**config.mk**
```make
export PLATFORM = sky130hd
export DESIGN_NAME = demux_route_buffer
export DESIGN_NICKNAME = d
export VERILOG_FILES = /design/src/rtl/demux_route_buffer.sv
export SDC_FILE = /design/constraint.sdc
export NUM_CORES = 1
export LEC_CHECK = 0
export ABC_AREA = 0
export CAP_MARGIN = 20
export CORE_ASPECT_RATIO = 0.5
export CORE_MARGIN = 1
export CORE_UTILIZATION = 40
export CTS_BUF_LIST = sky130_fd_sc_hd__clkbuf_8
export CTS_CLUSTER_DIAMETER = 150
export DETAILED_ROUTE_END_ITERATION = 16
export HOLD_SLACK_MARGIN = 0.12
export SLEW_MARGIN = 20
export SYNTH_ARGS = -nofsm -noshare
export SYNTH_HDL_FRONTEND = slang
export SYNTH_SLANG_ARGS = --single-unit
```
**constraint.sdc**
```tcl
create_clock -name CLK -period 3 [get_ports CLK]
set_input_delay 0.6 -clock CLK [delete_from_list [all_inputs] [get_ports CLK]]
set_output_delay 0.6 -clock CLK [all_outputs]
set_load 0.005 [all_outputs]
```
**src/rtl/demux_route_buffer.sv**
```systemverilog
// Queues (data, destination) words and feeds the head to a four-way demux.
// The head retires only when its addressed lane is ready, so each lane gets its own backpressure.
module demux_route_buffer #(
  parameter int BITS  = 4,
  parameter int DEPTH = 4
) (
  input  logic                       CLK,
  input  logic                       RESET,
  input  logic                       FLUSH,
  input  logic [BITS-1:0]            IN_DATA,
  input  logic [1:0]                 IN_DEST,
  input  logic                       IN_VALID,
  output logic                       IN_READY,
  output logic [BITS-1:0]            DEMUX_DATA,
  output logic [1:0]                 DEMUX_SELECT,
  output logic [3:0]                 LANE_VALID,
  input  logic [3:0]                 LANE_READY,
  output logic [$clog2(DEPTH):0]     COUNT,
  output logic                       FULL,
  output logic                       EMPTY
);

  localparam int PW = $clog2(DEPTH);
  localparam int CW = PW + 1;
  localparam int EW = BITS + 2;

  logic [EW-1:0] mem_q [DEPTH];
  logic [PW-1:0] wr_ptr_q, wr_ptr_d;
  logic [PW-1:0] rd_ptr_q, rd_ptr_d;
  logic [CW-1:0] count_q, count_d;

  logic          empty, full, push, pop;
  logic [EW-1:0] head;

  always_comb begin
    head  = mem_q[rd_ptr_q];
    empty = (count_q == '0);
    full  = (count_q == CW'(DEPTH));
    push  = IN_VALID && !full;
    // Only the addressed lane's ready matters; other lanes are ignored.
    pop   = !empty && LANE_READY[head[EW-1:EW-2]];

    wr_ptr_d = wr_ptr_q;
    rd_ptr_d = rd_ptr_q;
    count_d  = count_q;
    if (FLUSH) begin
      wr_ptr_d = '0;
      rd_ptr_d = '0;
      count_d  = '0;
    end else begin
      if (push) wr_ptr_d = wr_ptr_q + PW'(1);
      if (pop)  rd_ptr_d = rd_ptr_q + PW'(1);
      case ({push, pop})
        2'b10:   count_d = count_q + CW'(1);
        2'b01:   count_d = count_q - CW'(1);
        default: count_d = count_q;
      endcase
    end
  end

  always_ff @(posedge CLK or posedge RESET) begin
    if (RESET) begin
      wr_ptr_q <= '0;
      rd_ptr_q <= '0;
      count_q  <= '0;
    end else begin
      wr_ptr_q <= wr_ptr_d;
      rd_ptr_q <= rd_ptr_d;
      count_q  <= count_d;
    end
  end

  // Storage needs no reset: everything read from it is masked while empty.
  always_ff @(posedge CLK) begin
    if (push && !FLUSH) mem_q[wr_ptr_q] <= {IN_DEST, IN_DATA};
  end

  always_comb begin
    IN_READY     = !full;
    COUNT        = count_q;
    FULL         = full;
    EMPTY        = empty;
    DEMUX_DATA   = '0;
    DEMUX_SELECT = '0;
    LANE_VALID   = '0;
    if (!empty) begin
      DEMUX_DATA   = head[BITS-1:0];
      DEMUX_SELECT = head[EW-1:EW-2];
      LANE_VALID   = 4'b0001 << head[EW-1:EW-2];
    end
  end

endmodule

```
==> out/qor.yml <==
status:
  outcome: "finished clean"
routing:
  via_per_inst: 4.742
  wl_per_cell_um: 14.11
  drt_iter0_markers: 18
  drc_errors: 0
  wl_mm: 2.681
  ant_nets: 0
  num_vias: 901
  dr.pass1.iters: 4
setup_path:
  crit_slowest_cell: "mux4_2"
  crit_type: "reg -> out"
  startpoint: "rd_ptr_q[0]"
  timing.critical_path.depth: 4
  critPathMaxStageDelay_ps: 540
  crit_required_ps: 2400
  crit_end: "LANE_VALID[0]"
  r2r_slack_ps: 240
  worstPathArrival_ps: 2160
  crit_fanout: 5
  rr_worst_depth: 9
  crit_chain: "mux4_2 -> or2_4 -> nor2_1 -> clkdlybuf4s50_1"
  r2r-end: "COUNT[1]"
  worstReg2RegStart: "rd_ptr_q[0]"
  crit_buf_inv: 1
  start_kind: "register"
  critPathCaptureType: "output port"
  cpLargestDelayFamily: "multiplexers"
yosys:
  synth_compound_area_share_pct: 4.605
  syn_area_um2: 1521
  synth-xor-area-share_pct: 2.632
  synth_top_family_by_area: "simple AND/OR/NAND/NOR gates"
  synthCells: 105
  ys_ff_latch: 31
  ys_warn_count: 0
  synth-adder-area-share_pct: 4.605
  ys_seq_area_share_pct: 58.88
  synth.distinct_cells: 35
  synth_nets: 124
  synth.mux.area_fraction_pct: 12.09
  syn_avg_cell_area_um2: 14.49
  yosys.area_share.simple_pct: 13.16
timing:
  fin_setup_tns_ps: 0
  rsz0062_at_grt: "no"
  period_share_pct: 92.12
  clock_skew_ps: 7.063
  period_minus_slack_ps: 2764
  drv_slew: 0
  holdWs_ps: 567.1
  max_freq_ghz: 0.3618
  slew_headroom_pct: 71.24
  worst_slew_pin_slew_ps: 430.1
  setup-violations-final: 0
  finalHoldViolations: 0
layout:
  n_antenna_cell: 0
  area_delta_synth_final_pct: 29.19
  layout_common_cells: "clkdlybuf4s50_1 (29), edfxtp_1 (24), nor2_1 (11)"
  nNetsFinal: 158
  drive_gt1_share_pct: 11.51
  layout_commonest_cell: "clkdlybuf4s50_1"
cts:
  cts_num_sinks: 31
  clk_latency_ps: 280
  cts_setup_buffers: 0
  cts_hold_buffers: 0
  clk_path_buf_depth: 2
  numCtsBuffers: 5
  tritoncts: "built"
  h-tree-depth: 2
  post_cts_resized: 0
  cts_root_buffer: "clkbuf_8"
  cts.clk_slew.worst_paths_ps: 60
die:
  initial_core_util_pct: 43.12
  core_um2: 3528
  die-width_um: 89.22
  die_area_um2: 4069
  fp.dieH_um: 45.61
  num_rows: 15
  ios: 30
worst_hold_path:
  hp-class: "in -> async"
power_and_ir_drop:
  ir_drop_uv: 320.2
  power_density_nw_per_um2: 796.7
  leakage_nw: 0.7408
global_route:
  gr-usage-met3_pct: 6.341
  grt_overflow: 0
  top_usage_layer: "met2"
  met1_usage_pct: 19.34
  grt_max_degree: 13
  grt_pass1_wl_mm: 4.098
  grt_pass1_vias: 840
  grt_usage_pct: 14.70
  antenna_found_initial: 0
  use_met2_pct: 22.75
run:
  maxCapViolations: 0
placement:
  io_buffers: 29
  dp_hpwl_mm: 1.981
  place.gp.congestion: 0.7145
-- state kept, by name (all words and copies together), names as in the netlist --
register / count
mem_q: 24
rd_ptr_q: 2
wr_ptr_q: 2
COUNT: 3
-- cells in the mapped netlist, drive strengths merged --
cell type / count / share of area (%)
edfxtp: 24 / 47
nor2: 11 / 2.7
dfrtp: 7 / 12
inv: 7 / 1.7
and2: 6 / 2.5
mux4: 6 / 10
a21oi: 4 / 1.3
ha: 4 / 3.3
nand2: 4 / 0.99
nor2b: 4 / 1.6
mux2i: 3 / 2.0
buf: 2 / 1.1
clkbuf: 2 / 0.49
nand2b: 2 / 0.82
xnor2: 2 / 1.2
a21o: 1 / 0.58
clkdlybuf4s15: 1 / 0.74
fa: 1 / 1.3
nand3: 1 / 0.33
nand4b: 1 / 0.58
nor3: 1 / 0.33
nor3b: 1 / 0.49
nor4: 1 / 0.41
nor4b: 1 / 0.58
o21ai: 1 / 0.33
o21bai: 1 / 0.49
o22ai: 1 / 1.3
o311ai: 1 / 0.58
or2: 1 / 0.58
or2b: 1 / 0.58
or3b: 1 / 0.58
xnor3: 1 / 1.5
-- layout make-up --
type                            count  area [µm²]
Clock buffer                        5       68.82
Clock inverter                      2       33.78
Fill cell                         310        1563
Inverter                            7       26.28
Multi-Input combinational cell     62       564.3
Sequential cell                    31       895.9
Tap cell                           51       63.81
Timing Repair Buffer               32       312.8
-- power by group --
group | switching, mW | leakage, nW | internal (mW) | total [mW]
clock | 0.144 | 0.0554 | 0.240 | 0.383
combinational | 0.245 | 0.374 | 0.375 | 0.620
sequential | 0.0495 | 0.312 | 0.513 | 0.563
-- worst register-to-register path, stage by stage, from the launching register on --
cell	delay, ps
dfrtp_1	480
mux4_1	700
mux2i_1	290
o22ai_4	120
and2_2	190
fa_1	430
nand2b_1	110
nor2_1	50
mux2i_1	140
o311ai_1	120
-- cell families after synthesis --
kind of cell | Yosys count
compound gates | 9
xor+xnor | 3
fa+ha+maj | 5
buf+inv | 12
flops | 31
mux | 9
simple gates | 36
-- worst min-delay path by stage --
stage	start	endpoint	slack [ps]	cells past startpoint
global placement	wr_ptr_q[1]	wr_ptr_q[1]	560	2
global route	RESET	wr_ptr_q[0]	600	2
floorplan	RESET	COUNT[0]	400	1
detailed placement	wr_ptr_q[1]	wr_ptr_q[1]	590	2
CTS	RESET	wr_ptr_q[0]	580	2
finish	RESET	wr_ptr_q[0]	570	2
-- per-layer routing --
metal	vias to the layer above	part of all wire, %
met4	0	0.52
li1	448	-
met3	2	6.8
met5	-	0
met1	426	51
met2	25	42
-- stage by stage --
step	setup WS [ps]	cell area [µm²]	instances	utilization, %	power [mW]
5_1_grt	27.63	1966	190	55.71	1.662
6_report	236.3	1966	190	55.71	1.566
3_3_place_gp	291.2	1863	183	52.80	1.193
4_1_cts	208.9	1966	190	55.71	1.585
3_5_place_dp	245.3	1863	183	52.80	1.200
2_1_floorplan	334.7	1521	105	-	0.9189
No activity file was read; power rests on OpenSTA's default activity.
